### src/rtl/pagerank_pkg.sv
// Shared types and defaults for the PageRank per-vertex reduction sequencer.
// The DAMP state is only reachable when PAGERANK_DAMPING_EN is defined.
package pagerank_pkg;

  localparam int W_DEF  = 32;
  localparam int CW_DEF = 16;
  localparam int VW_DEF = 16;

  // Damping in Q8: 217/256 ~= 0.85, 38/256 ~= 0.15
  localparam int DAMP_NUM_Q8   = 217;
  localparam int DAMP_SHIFT_Q8 = 8;
  localparam int BASE_RANK_Q8  = 38;

  typedef enum logic [2:0] {
    IDLE  = 3'd0,
    FETCH = 3'd1,
    ISSUE = 3'd2,
    WAIT  = 3'd3,
    DAMP  = 3'd4,
    DONE  = 3'd5
  } state_t;

endpackage

### src/rtl/pagerank_damp.sv
// Combinational damping stage: ((acc * DAMP_NUM) >> DAMP_SHIFT) + BASE_RANK.
// Instantiated by pagerank_reduce_ctrl only when PAGERANK_DAMPING_EN is defined.
module pagerank_damp
  import pagerank_pkg::*;
#(
  parameter int W          = W_DEF,
  parameter int DAMP_NUM   = DAMP_NUM_Q8,
  parameter int DAMP_SHIFT = DAMP_SHIFT_Q8,
  parameter int BASE_RANK  = BASE_RANK_Q8
) (
  input  logic [W-1:0] acc,
  output logic [W-1:0] damped
);

  // Full 2W product so the shift sees every bit before truncation back to W
  function automatic logic [W-1:0] damp_q(input logic [W-1:0] a);
    logic [2*W-1:0] prod;
    prod = {{W{1'b0}}, a} * (2*W)'(DAMP_NUM);
    prod = prod >> DAMP_SHIFT;
    return prod[W-1:0] + W'(BASE_RANK);
  endfunction

  assign damped = damp_q(acc);

endmodule

### src/rtl/pagerank_reduce_ctrl.sv
// Sequences one reduction per incoming edge of a vertex and emits its accumulated rank.
// Optional feature: define PAGERANK_DAMPING_EN to add the one-cycle DAMP state.
module pagerank_reduce_ctrl
  import pagerank_pkg::*;
#(
  parameter int W          = W_DEF,
  parameter int CW         = CW_DEF,
  parameter int VW         = VW_DEF,
  parameter int DAMP_NUM   = DAMP_NUM_Q8,
  parameter int DAMP_SHIFT = DAMP_SHIFT_Q8,
  parameter int BASE_RANK  = BASE_RANK_Q8
) (
  input  logic          clk,
  input  logic          reset,
  input  logic          start,
  input  logic [VW-1:0] vertex_id,
  input  logic [CW-1:0] num_edges,
  output logic          busy,
  input  logic          edge_valid,
  output logic          edge_ready,
  input  logic [W-1:0]  edge_page_rank,
  input  logic [W-1:0]  edge_out_deg,
  output logic          red_start,
  output logic [W-1:0]  red_sum,
  output logic [W-1:0]  red_page_rank,
  output logic [W-1:0]  red_out_deg,
  input  logic [W-1:0]  red_new_sum,
  input  logic          red_done,
  output logic          result_valid,
  output logic [VW-1:0] result_vertex,
  output logic [W-1:0]  result_sum,
  output logic          result_zero_deg
);

  if (DAMP_SHIFT < 0 || DAMP_SHIFT >= 2*W || DAMP_NUM < 0 || BASE_RANK < 0) begin : g_param_check
    $error("pagerank_reduce_ctrl: invalid damping parameters");
  end

`ifdef PAGERANK_DAMPING_EN
  localparam state_t LAST_ST = DAMP;
  logic [W-1:0] damped;

  pagerank_damp #(
    .W(W), .DAMP_NUM(DAMP_NUM), .DAMP_SHIFT(DAMP_SHIFT), .BASE_RANK(BASE_RANK)
  ) u_damp (
    .acc   (red_sum),
    .damped(damped)
  );
`else
  localparam state_t LAST_ST = DONE;
`endif

  state_t        state, state_next;
  logic [VW-1:0] vid;
  logic [CW-1:0] nedges, cnt, cnt_inc;
  logic          zdeg;
  logic [VW-1:0] fin_vertex;
  logic [W-1:0]  fin_sum;
  logic          fin_zdeg;

  // The accumulator doubles as the running-sum operand; it only moves on WAIT exit
  assign cnt_inc = cnt + CW'(1);

  always_ff @(posedge clk) begin
    if (!reset) state <= IDLE;
    else        state <= state_next;
  end

  always_comb begin
    state_next   = state;
    busy         = (state != IDLE);
    edge_ready   = 1'b0;
    red_start    = 1'b0;
    result_valid = 1'b0;
    case (state)
      IDLE:  if (start) state_next = (num_edges == '0) ? DONE : FETCH;
      FETCH: begin
        edge_ready = 1'b1;
        if (edge_valid) begin
          if (edge_out_deg == '0) state_next = (cnt_inc < nedges) ? FETCH : LAST_ST;
          else                    state_next = ISSUE;
        end
      end
      ISSUE: begin
        red_start  = 1'b1;
        state_next = WAIT;
      end
      WAIT:  if (red_done) state_next = (cnt < nedges) ? FETCH : LAST_ST;
`ifdef PAGERANK_DAMPING_EN
      DAMP:  state_next = DONE;
`endif
      DONE: begin
        result_valid = 1'b1;
        state_next   = IDLE;
      end
      default: state_next = IDLE;
    endcase
  end

  // Values the result registers take on the transition into DONE
  always_comb begin
    fin_vertex = vid;
    fin_zdeg   = zdeg;
    fin_sum    = red_sum;
    case (state)
      IDLE: begin
        fin_vertex = vertex_id;
        fin_zdeg   = 1'b0;
        fin_sum    = '0;
      end
      FETCH: fin_zdeg = zdeg | (edge_out_deg == '0);
      WAIT:  fin_sum  = red_new_sum;
`ifdef PAGERANK_DAMPING_EN
      DAMP:  fin_sum  = damped;
`endif
      default: ;
    endcase
  end

  always_ff @(posedge clk) begin
    if (!reset) begin
      vid             <= '0;
      nedges          <= '0;
      cnt             <= '0;
      zdeg            <= 1'b0;
      red_sum         <= '0;
      red_page_rank   <= '0;
      red_out_deg     <= '0;
      result_vertex   <= '0;
      result_sum      <= '0;
      result_zero_deg <= 1'b0;
    end else begin
      case (state)
        IDLE: if (start) begin
          vid     <= vertex_id;
          nedges  <= num_edges;
          cnt     <= '0;
          zdeg    <= 1'b0;
          red_sum <= '0;
        end
        FETCH: if (edge_valid) begin
          red_page_rank <= edge_page_rank;
          red_out_deg   <= edge_out_deg;
          cnt           <= cnt_inc;
          if (edge_out_deg == '0) zdeg <= 1'b1;
        end
        WAIT: if (red_done) red_sum <= red_new_sum;
        default: ;
      endcase
      if (state_next == DONE) begin
        result_vertex   <= fin_vertex;
        result_sum      <= fin_sum;
        result_zero_deg <= fin_zdeg;
      end
    end
  end

endmodule

### config.mk
export PLATFORM = sky130hd
export DESIGN_NAME = pagerank_reduce_ctrl
export DESIGN_NICKNAME = d
export VERILOG_FILES = /design/src/rtl/pagerank_pkg.sv /design/src/rtl/pagerank_damp.sv /design/src/rtl/pagerank_reduce_ctrl.sv
export SDC_FILE = /design/constraint.sdc
export NUM_CORES = 1
export LEC_CHECK = 0
export BUFFER_PORTS_ARGS = -buffer_cell sky130_fd_sc_hd__buf_2
export CAP_MARGIN = 10
export CORE_ASPECT_RATIO = 1.2
export CORE_UTILIZATION = 45
export DETAILED_ROUTE_END_ITERATION = 16
export HOLD_SLACK_MARGIN = 0.15
export PLACE_DENSITY_LB_ADDON = 0.2
export SLEW_MARGIN = 10
export SYNTH_ARGS = -nofsm -noshare
export SYNTH_HDL_FRONTEND = slang
export SYNTH_SLANG_ARGS = --single-unit
### constraint.sdc
create_clock -name clk -period 3.14 [get_ports clk]
set_clock_uncertainty 0.1 [all_clocks]
set_input_delay 0.471 -clock clk [delete_from_list [all_inputs] [get_ports clk]]
set_output_delay 0.471 -clock clk [all_outputs]
set_load 0.005 [all_outputs]
==> summary.txt <==
Outcome
  • Status: finished clean

Detailed routing
  • Vias: 8,462
  • Antenna Nets Post-Route: 0
  • Via density: ~5.3
  • Wirelength, routed: 24,580 microns
  • DRC Markers: 0
  • DR iter-0 viols: about 440
  • Pre-Repair DR Iteration Count: 7
  • Average wire per standard cell: approximately 16 microns

Pwr
  • Combinational share of power: between 10% and 20%
  • Switching share of power: 27.21%
  • Reg power frac: between 40% and 50%
  • Leakage: between 5 and 6 nW
  • Clock share of power: about two fifths
  • Sw Pwr: 0.001480 W
  • Pwr dens: 473.1 nW/um^2
  • Internal power: a little under 0.004 W
  • Peak VDD IR: between 0.4 and 0.5 mV

Yosys
  • Post-synth EDFFs: 0
  • Ys flop type: dfxtp_1
  • Mux cell area share after synthesis: under 10%
  • Largest family of logic cells by synthesized area: compound AO/OA/AOI/OAI gates
  • Compound-Gate Fraction of Synth Area: between 20% and 30%
  • Syn Area/Cell: 8.545 sq um
  • #FFs+latches synth: ~200
  • Synth warn: 0
  • Synth unique cells: 38
  • Area share of and/or/nand/nor cells after synthesis: between 15 and 20%
  • Synth Area in Adders: between 4 and 5%
  • Seq/Total Area, Yosys: a little over two fifths
  • Post-synthesis xor/xnor area fraction: ~1.4%
  • Ys async rst share: 0%
  • Mapped Nets: approximately 1.2k
  • Mapped Area: about 9000 sq um
  • Synthesized instance count: 1,050

Hold path
  • HP Class: input pin to flop
  • Hold_sp: edge_page_rank[18]

Worst setup path
  • Crit path capture type: flop
  • Critical path class: flop to flop
  • CP arrival: 3240 ps
  • CP Max Fanout: 17
  • Critical path startpoint: cnt[0]
  • Startpoint types: flop
  • Worst endpoint required time: 3370 ps
  • R2r startpoint: cnt[0]

Timing
  • Final period utilization: approximately 96%
  • Hold slack: between 150 and 200 ps
  • Setup TNS: 0 ps
  • Final Max Slew Viols: 0
  • Least-Margin Pin Slew: between 900 and 1000 ps
  • FMAX: approximately 330 MHz
  • Final hold violation count: 0
  • # setup viols final: 0
  • Period minus WS final: 3010 ps
  • Slew HR: 34.72%

Cells and area
  • Area grow syn2layout: 28.20%
  • Share of post-route cells with drive strength above 1: between 20% and 30%
  • Most frequent cells in the layout: buf_2, nand2_1, dfxtp_1
  • Most common cell after layout, fill and taps aside: buf_2
  • Antenna cells: 0
  • Util after Layout: 58.84%
  • Fillers: about 1.8k
  • # nets final: roughly 1.5k

Clock tree
  • CTS tree: yes
  • Clock sink count: 197
  • Clock Root Buffer: clkbuf_16
  • Max Root-Sink Buffers: 2
  • Num CTS Buffers: 17
  • CTS Hold Bufs: 0
  • H-tree levels: 4
  • Worst-path clk slew: approximately 80 ps
  • Clock latency on the worst-skew pair: approximately 430 ps

Floorplanning
  • DIE AREA: approximately 20,000 sq um
  • Die Span Y: ~160 microns
  • I/O Pins: between 200 and 300
  • Die extent in x: approximately 130 microns
  • Starting Density: between 40 and 50%
  • # rows: 56
  • Core ar.: a little under 20,000 sq um

Global routing
  • First-pass GRT wire length: 37,980 microns
  • Initial antenna violation count: 0
  • Pin count of the biggest net entering global routing: 98
  • Number of global-route vias before repair: just under 8k
  • Gr usage total: a little under a quarter
  • GRT overflow: 0

Placement
  • Port bufs: between 200 and 300
  • Final HPWL DP: between 15,000 and 20,000 microns
  • GP Congestion: a little over 0.8

Flow run
  • Max cap viols: 0
-- worst max-delay path, cell delays in order (launching register included) --
cell and delay (ps):
dfxtp_4 360, ha_4 160, and3_4 170, and3_4 160
buf_4 130, xor2_1 140, ha_1 270, nand2_1 70
nor4_2 330, buf_4 170, a31oi_2 90, a31oi_4 190
buf_4 170, clkbuf_16 180, o21ai_0 80, o311a_1 130
-- cell usage after synthesis (6+ instances only) --
| library cell | instances | area share (%) |
|---|---|---|
| nand2_1 | 248 | 10 |
| dfxtp_1 | 197 | 44 |
| a21boi_0 | 120 | 10 |
| o21ai_0 | 63 | 3.5 |
| clkbuf_1 | 61 | 2.6 |
| o311a_1 | 48 | 5.4 |
| nand3_1 | 43 | 2.4 |
| a22oi_1 | 39 | 3.3 |
| ha_1 | 31 | 4.3 |
| nor2_1 | 25 | 1.0 |
| a21oi_1 | 22 | 1.2 |
| buf_2 | 19 | 1.1 |
| mux2i_1 | 17 | 1.9 |
| inv_1 | 16 | 0.67 |
| nor4_1 | 13 | 0.91 |
| nor2b_1 | 12 | 0.84 |
| a21boi_1 | 9 | 0.75 |
| and2_1 | 8 | 0.56 |
| xnor2_1 | 8 | 0.78 |
| nand4_1 | 7 | 0.49 |
| a21o_1 | 6 | 0.50 |
| and3_1 | 6 | 0.42 |
| xor2_1 | 6 | 0.59 |
-- kinds of logic after synthesis --
kind of cell | count (synthesis)
and+or+nand+nor | 375
adders and majority gates | 31
buffers and inverters | 103
AOI/OAI and AO/OA | 313
xor gates and xnor gates | 14
DFF | 197
muxes | 17
-- metal layers --
metal  global-route usage, %  up-vias  part of all wire [%]  wire length (microns)
li1                        -     4218                     -                      -
met1                   27.51     3949                    41                  10150
met2                   40.54      263                    50                  12270
met3                   6.222       32                   6.9                   1704
met4                   7.772        0                   1.9                    457
met5                       0        -                     0                      0
-- worst paths after layout --
| kind | to | slack (ps) | depth (start not counted) |
|---|---|---|---|
| min | red_page_rank[18] | 170 | 3 |
| max | result_sum[6] | 130 | 15 |
| min reg2reg | red_page_rank[30] | 360 | 2 |
| max reg2reg | result_sum[6] | 130 | 15 |
-- final cells by class --
type / instances / area (sq um) / share of cell area, %
clock buffers: 17 / 425.4 / 3.698
clock inverters: 15 / 166.4 / 1.447
inverters: 16 / 60.06 / 0.5221
multi-input cells: 750 / 4732 / 41.14
flip-flops and latches: 197 / 3953 / 34.36
well taps: 261 / 326.6 / 2.839
repair buffers: 326 / 1839 / 15.99
-- registers in the layout, indices dropped and copies added (netlist names) --
name             count
result_vertex       16
state                3
red_page_rank       32
nedges              16
result_sum          32
result_zero_deg      1
zdeg                 1
red_out_deg         32
vid                 16
cnt                 16
red_sum             32
-- power groups by stage --
stage | Combinational, W | Clock, W | Sequential, W
after floorplan | 0.000357 | 0 | 0.00267
after global placement | 0.000630 | 0 | 0.00267
after detailed placement | 0.000637 | 0 | 0.00267
after CTS | 0.000642 | 0.00224 | 0.00261
after global routing | 0.000708 | 0.00236 | 0.00262
final | 0.000638 | 0.00219 | 0.00261
-- per-stage QoR --
stage	setup slack, ps	power (W)	instances	area (sq um)
finish	129.8	0.005442	1582	11500
detailed placement	-36.66	0.003307	1544	10700
global placement	75.87	0.003297	1544	10700
global route	-15.38	0.005685	1582	11500
floorplan	12.49	0.003028	1050	9006
CTS	26.17	0.005492	1576	11300
-- what timing repair did --
action	4_1_cts	5_1_grt
setup endpoints to repair	42	50
resized for setup	2	28
pin swaps	0	10
cloned	0	2
buffers inserted	0	4
(Power assumes the default switching activity.)
